$ cat src/rtl/bf_sched_if.sv
//==============================================================================
// Module   : bf_sched_if
// Desc     : Handshake bundle between bf_sched and host / relax / cycle-detect.
// Revision : 1.0
//==============================================================================
`default_nettype none

interface bf_sched_if #(
  parameter int NODES    = 16,
  parameter int WEIGHT_W = 32
);
  localparam int IDX_W = (NODES > 1) ? $clog2(NODES) : 1;

  logic                      start;
  logic                      update_valid;
  logic                      vinit_we;
  logic [IDX_W-1:0]          vinit_addr;
  logic [IDX_W+WEIGHT_W-1:0] vinit_data;
  logic                      relax_reset;
  logic                      relax_done;
  logic                      relax_changed;
  logic                      cycle_reset;
  logic                      cycle_done;
  logic                      busy;
  logic [IDX_W-1:0]          pass_cnt;
  logic                      run_done;
  logic                      timeout_err;

  modport master (
    input  start, update_valid, relax_done, relax_changed, cycle_done,
    output vinit_we, vinit_addr, vinit_data, relax_reset, cycle_reset,
           busy, pass_cnt, run_done, timeout_err
  );

  modport slave (
    output start, update_valid, relax_done, relax_changed, cycle_done,
    input  vinit_we, vinit_addr, vinit_data, relax_reset, cycle_reset,
           busy, pass_cnt, run_done, timeout_err
  );
endinterface

`default_nettype wire

$ cat src/rtl/bf_sched.sv
//==============================================================================
// Module   : bf_sched
// Desc     : Bellman-Ford run sequencer: vertex init, NODES-1 relax passes,
//            negative-cycle detect. Optional macro: BF_EARLY_EXIT_EN.
// Revision : 1.0
//==============================================================================
`default_nettype none

module bf_sched #(
  parameter int NODES    = 16,
  parameter int WEIGHT_W = 32,
  parameter int SRC      = 0,
  parameter int TIMEOUT  = 4 * NODES * NODES
) (
  input  wire logic  clk,
  input  wire logic  sched_reset,
  bf_sched_if.master bus
);
  localparam int IDX_W = (NODES > 1) ? $clog2(NODES) : 1;
  localparam int WD_W  = $clog2(TIMEOUT + 1);
  localparam logic [IDX_W-1:0]    LAST_IDX = IDX_W'(NODES - 1);
  localparam logic [IDX_W-1:0]    SRC_IDX  = IDX_W'(SRC);
  localparam logic [WEIGHT_W-1:0] INF      = {1'b0, {(WEIGHT_W-1){1'b1}}};
  localparam logic [WD_W-1:0]     WD_LIMIT = WD_W'(TIMEOUT);

  typedef enum logic [2:0] {
    S_IDLE       = 3'd0,
    S_INIT       = 3'd1,
    S_RELAX_KICK = 3'd2,
    S_RELAX_WAIT = 3'd3,
    S_CYCLE_KICK = 3'd4,
    S_CYCLE_WAIT = 3'd5,
    S_FINISH     = 3'd6
  } state_t;

  state_t                    state_q, state_d;
  logic [IDX_W-1:0]          pass_cnt_q, pass_cnt_d;
  logic [IDX_W-1:0]          vinit_addr_q, vinit_addr_d;
  logic [IDX_W+WEIGHT_W-1:0] vinit_data_q, vinit_data_d;
  logic [WD_W-1:0]           wd_q, wd_d;
  logic                      pending_q, pending_d;
  logic                      timeout_err_q, timeout_err_d;
  logic                      vinit_we_q, vinit_we_d;
  logic                      relax_reset_q, relax_reset_d;
  logic                      cycle_reset_q, cycle_reset_d;
  logic                      busy_q, busy_d;
  logic                      run_done_q, run_done_d;

  logic                      w_early_exit;
  logic [WD_W-1:0]           w_wd_inc;
  logic [IDX_W-1:0]          w_pass_inc;
  logic [WEIGHT_W-1:0]       w_weight;

`ifdef BF_EARLY_EXIT_EN
  // A pass that changed nothing means the distances have already converged.
  assign w_early_exit = ~bus.relax_changed;
`else
  assign w_early_exit = 1'b0;
`endif

  assign w_wd_inc   = wd_q + 1'b1;
  assign w_pass_inc = pass_cnt_q + 1'b1;

  always_comb begin
    state_d       = state_q;
    pass_cnt_d    = pass_cnt_q;
    pending_d     = pending_q;
    wd_d          = wd_q;
    timeout_err_d = timeout_err_q;
    vinit_addr_d  = '0;

    if (state_q != S_IDLE && bus.update_valid) pending_d = 1'b1;

    case (state_q)
      S_IDLE: begin
        if (bus.start) begin
          state_d       = S_INIT;
          pass_cnt_d    = '0;
          timeout_err_d = 1'b0;
          pending_d     = 1'b0;
        end
      end
      S_INIT: begin
        if (vinit_addr_q == LAST_IDX)
          state_d = (NODES == 1) ? S_CYCLE_KICK : S_RELAX_KICK;
        else
          vinit_addr_d = vinit_addr_q + 1'b1;
      end
      S_RELAX_KICK: begin
        state_d = S_RELAX_WAIT;
        wd_d    = '0;
      end
      S_RELAX_WAIT: begin
        if (bus.relax_done) begin
          pass_cnt_d = (pass_cnt_q == LAST_IDX) ? pass_cnt_q : w_pass_inc;
          state_d    = (w_pass_inc == LAST_IDX || w_early_exit) ? S_CYCLE_KICK : S_RELAX_KICK;
        end else if (w_wd_inc == WD_LIMIT) begin
          state_d       = S_IDLE;
          timeout_err_d = 1'b1;
          pending_d     = 1'b0;
        end else begin
          wd_d = w_wd_inc;
        end
      end
      S_CYCLE_KICK: begin
        state_d = S_CYCLE_WAIT;
        wd_d    = '0;
      end
      S_CYCLE_WAIT: begin
        if (bus.cycle_done) begin
          state_d = S_FINISH;
        end else if (w_wd_inc == WD_LIMIT) begin
          state_d       = S_IDLE;
          timeout_err_d = 1'b1;
          pending_d     = 1'b0;
        end else begin
          wd_d = w_wd_inc;
        end
      end
      S_FINISH: begin
        // An update arriving in this very cycle still forces a rerun.
        if (pending_q || bus.update_valid) begin
          state_d    = S_INIT;
          pending_d  = 1'b0;
          pass_cnt_d = '0;
        end else begin
          state_d = S_IDLE;
        end
      end
      default: state_d = S_IDLE;
    endcase

    w_weight      = (vinit_addr_d == SRC_IDX) ? {WEIGHT_W{1'b0}} : INF;
    vinit_we_d    = (state_d == S_INIT);
    vinit_data_d  = vinit_we_d ? {vinit_addr_d, w_weight} : '0;
    relax_reset_d = (state_d == S_RELAX_KICK);
    cycle_reset_d = (state_d == S_CYCLE_KICK);
    busy_d        = (state_d != S_IDLE);
    run_done_d    = (state_d == S_FINISH);
  end

  always_ff @(posedge clk) begin
    if (sched_reset) begin
      state_q       <= S_IDLE;
      pass_cnt_q    <= '0;
      vinit_addr_q  <= '0;
      vinit_data_q  <= '0;
      wd_q          <= '0;
      pending_q     <= 1'b0;
      timeout_err_q <= 1'b0;
      vinit_we_q    <= 1'b0;
      relax_reset_q <= 1'b0;
      cycle_reset_q <= 1'b0;
      busy_q        <= 1'b0;
      run_done_q    <= 1'b0;
    end else begin
      state_q       <= state_d;
      pass_cnt_q    <= pass_cnt_d;
      vinit_addr_q  <= vinit_addr_d;
      vinit_data_q  <= vinit_data_d;
      wd_q          <= wd_d;
      pending_q     <= pending_d;
      timeout_err_q <= timeout_err_d;
      vinit_we_q    <= vinit_we_d;
      relax_reset_q <= relax_reset_d;
      cycle_reset_q <= cycle_reset_d;
      busy_q        <= busy_d;
      run_done_q    <= run_done_d;
    end
  end

  assign bus.vinit_we    = vinit_we_q;
  assign bus.vinit_addr  = vinit_addr_q;
  assign bus.vinit_data  = vinit_data_q;
  assign bus.relax_reset = relax_reset_q;
  assign bus.cycle_reset = cycle_reset_q;
  assign bus.busy        = busy_q;
  assign bus.pass_cnt    = pass_cnt_q;
  assign bus.run_done    = run_done_q;
  assign bus.timeout_err = timeout_err_q;

endmodule

`default_nettype wire

$ cat src/flat_wrapper.sv
// flat-port wrapper written by rule: the top's interface ports become plain ports
module bf_sched_flat 
#(
  parameter int NODES    = 16,
  parameter int WEIGHT_W = 32,
  parameter int SRC      = 0,
  parameter int TIMEOUT  = 4 * NODES * NODES
)
  (clk, sched_reset, bus_start, bus_update_valid, bus_relax_done, bus_relax_changed, bus_cycle_done, bus_vinit_we, bus_vinit_addr, bus_vinit_data, bus_relax_reset, bus_cycle_reset, bus_busy, bus_pass_cnt, bus_run_done, bus_timeout_err);
  bf_sched_if #(.NODES(NODES), .WEIGHT_W(WEIGHT_W)) bus_i ();
  input  wire logic clk;
  input  wire logic sched_reset;
  input wire logic [$bits(bus_i.start)-1:0] bus_start;
  input wire logic [$bits(bus_i.update_valid)-1:0] bus_update_valid;
  input wire logic [$bits(bus_i.relax_done)-1:0] bus_relax_done;
  input wire logic [$bits(bus_i.relax_changed)-1:0] bus_relax_changed;
  input wire logic [$bits(bus_i.cycle_done)-1:0] bus_cycle_done;
  output wire logic [$bits(bus_i.vinit_we)-1:0] bus_vinit_we;
  output wire logic [$bits(bus_i.vinit_addr)-1:0] bus_vinit_addr;
  output wire logic [$bits(bus_i.vinit_data)-1:0] bus_vinit_data;
  output wire logic [$bits(bus_i.relax_reset)-1:0] bus_relax_reset;
  output wire logic [$bits(bus_i.cycle_reset)-1:0] bus_cycle_reset;
  output wire logic [$bits(bus_i.busy)-1:0] bus_busy;
  output wire logic [$bits(bus_i.pass_cnt)-1:0] bus_pass_cnt;
  output wire logic [$bits(bus_i.run_done)-1:0] bus_run_done;
  output wire logic [$bits(bus_i.timeout_err)-1:0] bus_timeout_err;
  assign bus_i.start = bus_start;
  assign bus_i.update_valid = bus_update_valid;
  assign bus_i.relax_done = bus_relax_done;
  assign bus_i.relax_changed = bus_relax_changed;
  assign bus_i.cycle_done = bus_cycle_done;
  assign bus_vinit_we = bus_i.vinit_we;
  assign bus_vinit_addr = bus_i.vinit_addr;
  assign bus_vinit_data = bus_i.vinit_data;
  assign bus_relax_reset = bus_i.relax_reset;
  assign bus_cycle_reset = bus_i.cycle_reset;
  assign bus_busy = bus_i.busy;
  assign bus_pass_cnt = bus_i.pass_cnt;
  assign bus_run_done = bus_i.run_done;
  assign bus_timeout_err = bus_i.timeout_err;
  bf_sched #(.NODES(NODES), .WEIGHT_W(WEIGHT_W), .SRC(SRC), .TIMEOUT(TIMEOUT)) u_core (.clk(clk), .sched_reset(sched_reset), .bus(bus_i));
endmodule
$ cat config.mk
export PLATFORM = sky130hd
export DESIGN_NAME = bf_sched_flat
export DESIGN_NICKNAME = d
export VERILOG_FILES = /design/src/rtl/bf_sched_if.sv /design/src/rtl/bf_sched.sv /design/src/flat_wrapper.sv
export SDC_FILE = /design/constraint.sdc
export NUM_CORES = 1
export LEC_CHECK = 0
export CAP_MARGIN = 20
export CORE_UTILIZATION = 40
export CTS_BUF_LIST = sky130_fd_sc_hd__clkbuf_4 sky130_fd_sc_hd__clkbuf_8 sky130_fd_sc_hd__clkbuf_16
export DETAILED_ROUTE_END_ITERATION = 10
export PLACE_DENSITY = 0.71
export SYNTH_ARGS = -nofsm -noshare
export SYNTH_HDL_FRONTEND = slang
export SYNTH_SLANG_ARGS = --single-unit
$ cat constraint.sdc
create_clock -name clk -period 2 [get_ports clk]
set_input_delay 0.2 -clock clk [delete_from_list [all_inputs] [get_ports clk]]
set_output_delay 0.2 -clock clk [all_outputs]
set_load 0.02 [all_outputs]
==> results of run 1 <==
metal layers:
layer  share of wire (%)  up-vias
li1                    -      956
met1                  48      880
met2                  45       62
met3                 5.2        6
met4                 1.6        0
met5                   0        -
synth_stat cells (all sizes together), types with 6 or more instances:
master	number	area, sq um
nand2	11	41.3
nand3	9	45.0
o21ai	12	60.1
nor3	13	65.1
nor4b	6	65.1
buf	34	246
xnor2	11	96.3
dfxtp	34	681
a21oi	7	35.0
nor2	21	78.8
nor4	9	68.8
worst max-delay path, stage by stage, from the launching register on:
cell     delay [ns]
dfxtp_1        0.32
or4b_4         0.55
nor4_2         0.21
nor3_1         0.09
or3_4          0.44
nor4b_2        0.24
how the worst max path moves through the flow:
stage / from / end / slack [ns]
finish: u_core.wd_q[7]$_SDFFE_PP0P_ / u_core.bus.vinit_we$_SDFF_PP0_ / 0.07
global route: u_core.state_q[2]$_SDFF_PP0_ / u_core.wd_q[8]$_SDFFE_PP0P_ / -0.07
CTS: u_core.wd_q[4]$_SDFFE_PP0P_ / u_core.bus.relax_reset$_SDFF_PP0_ / 0.03
detailed placement: bus_relax_done / u_core.bus.relax_reset$_SDFF_PP0_ / -0.14
global placement: bus_relax_done / u_core.bus.run_done$_SDFF_PP0_ / -0.08
floorplan: u_core.bus.pass_cnt[0]$_SDFFE_PP0P_ / u_core.bus.run_done$_SDFF_PP0_ / 0.06
stage by stage:
stage | area (sq um) | worst slack [ns] | total power (W) | cells
6_report | 2860 | 0.0660 | 0.00169 | 364
5_1_grt | 2860 | -0.0655 | 0.00176 | 364
4_1_cts | 2790 | 0.0316 | 0.00170 | 361
3_5_place_dp | 2630 | -0.141 | 0.000931 | 353
3_3_place_gp | 2630 | -0.0826 | 0.000928 | 353
2_1_floorplan | 2060 | 0.0647 | 0.000858 | 243
power by group through the flow:
stage / Clock, W / Sequential, W / Combinational [W]
after detailed placement: 0 / 0.000707 / 0.000224
after global placement: 0 / 0.000707 / 0.000221
after CTS: 0.000783 / 0.000691 / 0.000225
final: 0.000767 / 0.000691 / 0.000236
after floorplan: 0 / 0.000722 / 0.000136
after global routing: 0.000812 / 0.000692 / 0.000252
registers in the layout, indices dropped and copies added, names as in the netlist:
signal / flops
u_core.state_q: 3
u_core.bus.vinit_data: 5
u_core.bus.timeout_err: 1
u_core.bus.run_done: 1
u_core.wd_q: 11
u_core.bus.cycle_reset: 1
u_core.bus.relax_reset: 1
u_core.bus.busy: 1
u_core.bus.vinit_we: 1
u_core.pending_q: 1
u_core.bus.pass_cnt: 4
u_core.bus.vinit_addr: 4
kinds of logic after synthesis:
family	count (synthesis)	synth area share (%)
adder cells (fa/ha/maj)	4	2.43
flip-flops	34	33.0
multiplexers	1	0.486
XOR/XNOR	12	5.10
buffers and inverters	44	13.8
AND/OR/NAND/NOR	108	32.2
other	1	0.182
AO/OA/AOI/OAI	39	12.8
what timing repair did:
item                       CTS  global route
pin swaps                    0             1
gates resized for setup      3            13
setup endpoints to repair    2             6
buffers inserted             0             3
area by class of cell:
| class | count | area share (%) |
|---|---|---|
| inverter | 5 | 0.656 |
| timing repair buffer | 85 | 27.0 |
| sequential | 34 | 24.0 |
| clock buffer | 5 | 2.40 |
| multi-input combinational | 165 | 40.6 |
| clock inverter | 3 | 2.40 |
| tap | 67 | 2.93 |
==> results.toml, run 1 <==
[status]
status = "finished clean"

[power]
power_density_nw_per_um2 = 592
p_clk_share_pct = 45.3
power.switching_w = 0.000393
seq_power_share_pct = 40.8
internal-power_w = 0.00130
p_leak_nw = 1.04
comb_power_share_pct = 13.9
peakVddDrop_mv = 0.498
swShare_pct = 23.2

[finish]
nNetsFinal = 307
fill_cells = 413
register_area_sq_um = 688
final_core_util_pct = 59.0
num_antenna_cells = 0
area_delta_synth_final_pct = 38.9
final_common_cell = "clkdlybuf4s50_1"
multi_input_area_sq_um = 1160
final_cell_mix = "clkdlybuf4s50_1 (54), buf_4 (31), dfxtp_1 (28)"
drive_gt1_share_pct = 21.9

[cts]
root_buffer = "clkbuf_8"
clock-sinks = 34
worst_skew_pair.late_latency_ns = 0.29
cts.htree.levels = 2
tritoncts = "built"
cts_buffer_depth = 2
clk_pin_slew_worst_paths_ns = 0.07
holdBufCountCts = 0
numCtsBuffers = 5

[logic_synthesis]
synth_area_sq_um = 2060
synth_flop_cell = "dfxtp_1"
yosysWarnings = 0
ys_ff_latch = 34
syn-instance-count = 243
synth-seq-area-share_pct = 33.0
async_flop_share_pct = 0
syn_nets = 254
synth-edff-count = 0
ys_types = 57
syn_area_per_cell_sq_um = 8.48

[critical_path]
cp-start-kind = "register"
crit_fanout = 5
worst-r2r-setup-slack_ns = 0.07
cp-end-kind = "register"
rr_worst_depth = 5
path_class = "register to register"
regToRegEndpoint = "u_core.bus.vinit_we$_SDFF_PP0_"
arrival_ns = 2.14
required_ns = 2.21
r2r_start = "u_core.wd_q[7]$_SDFFE_PP0P_"

[drt]
vias = 1904
antenna_left = 0
dr.pass1.iters = 4
drc = 0
wirelength_um = 4700
drtIter0Drc = 57
post_drt_wl_per_cell_um = 12.9
via_per_inst = 5.23

[grt]
grt_overflow = 0
grt_antenna_before_repair = 0
grt_max_degree = 32
grt_pass1_vias = 1615
busiest_layer = "met2"
gr-usage-met3_pct = 4.25
grt_use_met2_pct = 27.6
track_usage_pct = 17.7
use_met1_pct = 23.3
grt_pass1_wl_um = 7400

[sta]
fmaxAchievable_mhz = 517
finalSetupViolCount = 0
finalHoldViolCount = 0
drv_slew = 0
min_period_over_period_pct = 96.7
setup_tns_ns = 0
period_needed_ns = 1.93
worst_hold_slack_ns = 0.531
clock_skew_ns = 0.00657

[hold_path]
min_to = "u_core.bus.timeout_err$_SDFFE_PP0P_"
hp-class = "register to register"
hp-start = "u_core.bus.timeout_err$_SDFFE_PP0P_"
min_path_cells = 2

[place]
port_buffers = 54
routabilityCongestion = 0.847
dp_hpwl_um = 3410

[floorplanning]
chipWidth_um = 73.8
die_y_um = 73.8
core_area_sq_um = 4850
die_area_sq_um = 5440
start_util_pct = 42.5
io_pins = 57
rows = 25

[job]
drv_cap = 0
Power figures use the tool's default switching activity.
==> inputs of run 2 (changes only) <==
- SKIP_CTS_REPAIR_TIMING: default -> 1
==> results of run 2 <==
Same layout as run 1: the final DEF is identical, and so are final timing and power.
Main changes from that run: wire length of the first global-routing pass 7400 um -> 7310 um; via count of the first global-routing pass 1615 -> 1599; overall routing resource usage 17.7% -> 17.4%; met1 usage 23.3% -> 23.0%; met2 usage 27.6% -> 27.2%
==> inputs of run 3 (changes only) <==
- CTS_BUF_LIST: sky130_fd_sc_hd__clkbuf_4 sky130_fd_sc_hd__clkbuf_8 sky130_fd_sc_hd__clkbuf_16 -> sky130_fd_sc_hd__clkbuf_8 sky130_fd_sc_hd__clkbuf_16
- MAX_ROUTING_LAYER: default -> met4
- REMOVE_ABC_BUFFERS: default -> 1
==> run 3 against run 2 <==
Effect of this change: combinational power decreased by 6%; clock skew increased by 0.0024 ns; utilization decreased by 1.5 points; cell count decreased by 1.4%; clock power decreased by 0.9%; register-to-register slack improved by 0.03 ns; hold slack got worse by 0.0056 ns; die area unchanged; non-clock buffer count decreased by 5; sequential power about the same; critical endpoint unchanged; largest cell class unchanged; largest power group unchanged.
==> results.toml, run 3 (synthesis results as in run 1) <==
[cts]
worst_skew_pair.late_latency_ns = 0.29
clock-sinks = 34
cts.htree.levels = 2
root_buffer = "clkbuf_8"
tritoncts = "built"
cts_buffer_depth = 2
clk_pin_slew_worst_paths_ns = 0.08
numCtsBuffers = 5

[critical_path]
critical_path_buf_inv_count = 0
worst_path_dominant_cell_family = "simple AND/OR/NAND/NOR gates"
worst-r2r-setup-slack_ns = 0.09
cp-end-kind = "register"
crit_chain = "or4b_4 > nor4_4 > nor3_1 > or3_4 > nor4b_2"
cp_slowest_cell = "or4b_4"
r2r_start = "u_core.wd_q[7]$_SDFFE_PP0P_"
rr_worst_depth = 5
path_class = "register to register"
arrival_ns = 2.11
crit_fanout = 5
cpPeakStageDelay_ns = 0.58
cp-start-kind = "register"
regToRegEndpoint = "u_core.bus.vinit_we$_SDFF_PP0_"
required_ns = 2.20

[finish]
final_common_cell = "clkdlybuf4s50_1"
drive_gt1_share_pct = 18.2
area_delta_synth_final_pct = 35.5
largest_reg_flops = 11
largest-register = "u_core.wd_q"
final_cell_mix = "clkdlybuf4s50_1 (54), dfxtp_1 (33), buf_4 (26)"
fill_cells = 434
nNetsFinal = 302
num_antenna_cells = 0

[floorplanning]
io_pins = 57
chipWidth_um = 73.8
start_util_pct = 42.5
core_area_sq_um = 4850
die_y_um = 73.8
rows = 25
die_area_sq_um = 5440

[power]
comb_power_share_pct = 13.3
p_leak_nw = 0.990
total_power_w = 0.00167
internal-power_w = 0.00129
seq_power_share_pct = 41.3
p_clk_share_pct = 45.4
power_density_nw_per_um2 = 600
peakVddDrop_mv = 0.323
swShare_pct = 22.9
power.switching_w = 0.000383

[hold_path]
hp-class = "register to register"
min_path_cells = 2
hp-start = "u_core.bus.timeout_err$_SDFFE_PP0P_"
min_to = "u_core.bus.timeout_err$_SDFFE_PP0P_"

[grt]
grt_pass1_wl_um = 7000
grt_overflow = 0
grt_antenna_before_repair = 0
busiest_layer = "met2"
grt_max_degree = 32
grt_pass1_vias = 1566
gr-usage-met3_pct = 3.98
track_usage_pct = 17.1
grt_use_met2_pct = 26.5
use_met1_pct = 22.3

[place]
port_buffers = 54
dp_hpwl_um = 3390
routabilityCongestion = 0.931
place_ws_ns = -0.0489

[sta]
drv_slew = 0
finalHoldViolCount = 0
finalSetupViolCount = 0
period_needed_ns = 1.91
fmaxAchievable_mhz = 524
worst_slack_ns = 0.0915
clock_skew_ns = 0.00901
rsz0062_at_grt = "true"
min_period_over_period_pct = 95.4

[drt]
vias = 1887
via_per_inst = 5.26
drtIter0Drc = 72
dr.pass1.iters = 4
post_drt_wl_per_cell_um = 12.6
drc = 0
wirelength_um = 4540
antenna_left = 0

[job]
drv_cap = 0

[status]
status = "finished clean"
run 3: cell types whose count changed in the layout (fill, tap and decap cells not counted), sizes merged:
cell	previous run	this run
buf	31	26
run 3: cell type report:
type	instances	area, sq um	area share [%]
multi-input cells	165	1130	40.6
well taps	67	83.8	3.00
clock buffers	5	68.8	2.47
clock inverters	3	68.8	2.47
flip-flops and latches	34	682	24.4
repair buffers	80	736	26.4
inverters	5	18.8	0.672
run 3: power by group through the flow:
stage	clock network [W]	registers (W)	logic (W)
6_report	0.000760	0.000691	0.000223
5_1_grt	0.000806	0.000692	0.000238
4_1_cts	0.000786	0.000691	0.000224
3_5_place_dp	0	0.000707	0.000224
3_3_place_gp	0	0.000706	0.000220
2_1_floorplan	0	0.000762	0.0000472
run 3: worst reg2reg max path, cell delays in order (launching register included):
cell and delay [ns]:
dfxtp_1 0.32, or4b_4 0.58, nor4_4 0.22, nor3_1 0.09, or3_4 0.37, nor4b_2 0.25
run 3: worst max path at each step:
stage | depth (start not counted) | slack [ns] | from | endpoint
5_1_grt | 6 | -0.03 | u_core.wd_q[4]$_SDFFE_PP0P_ | u_core.bus.relax_reset$_SDFF_PP0_
2_1_floorplan | 0 | -2.46 | u_core.bus.vinit_data[30]$_SDFF_PP0_ | bus_vinit_data[0]
6_report | 5 | 0.09 | u_core.wd_q[7]$_SDFFE_PP0P_ | u_core.bus.vinit_we$_SDFF_PP0_
3_5_place_dp | 6 | -0.05 | bus_relax_done | u_core.wd_q[10]$_SDFFE_PP0P_
4_1_cts | 5 | 0.03 | u_core.wd_q[7]$_SDFFE_PP0P_ | u_core.bus.vinit_we$_SDFF_PP0_
3_3_place_gp | 6 | -0.02 | bus_relax_done | u_core.wd_q[10]$_SDFFE_PP0P_
run 3: metal layers:
metal / part of all wire [%] / vias up
li1: - / 945
met1: 47 / 864
met2: 45 / 74
met3: 7.3 / 4
met4: 0.79 / 0
met5: 0 / -
run 3: stage by stage:
| step | cells | TNS (ns) | hold WS, ns | utilization, % | area, sq um |
|---|---|---|---|---|---|
| after global routing | 359 | -0.0309 | 0.535 | 57.6 | 2790 |
| after floorplan | 204 | -76.26 | 0.269 | - | 1800 |
| final | 359 | 0 | 0.526 | 57.6 | 2790 |
| after CTS | 359 | 0 | 0.531 | 56.8 | 2750 |
| after global placement | 351 | -0.0342 | 0.506 | 53.9 | 2620 |
| after detailed placement | 351 | -0.104 | 0.517 | 53.9 | 2620 |
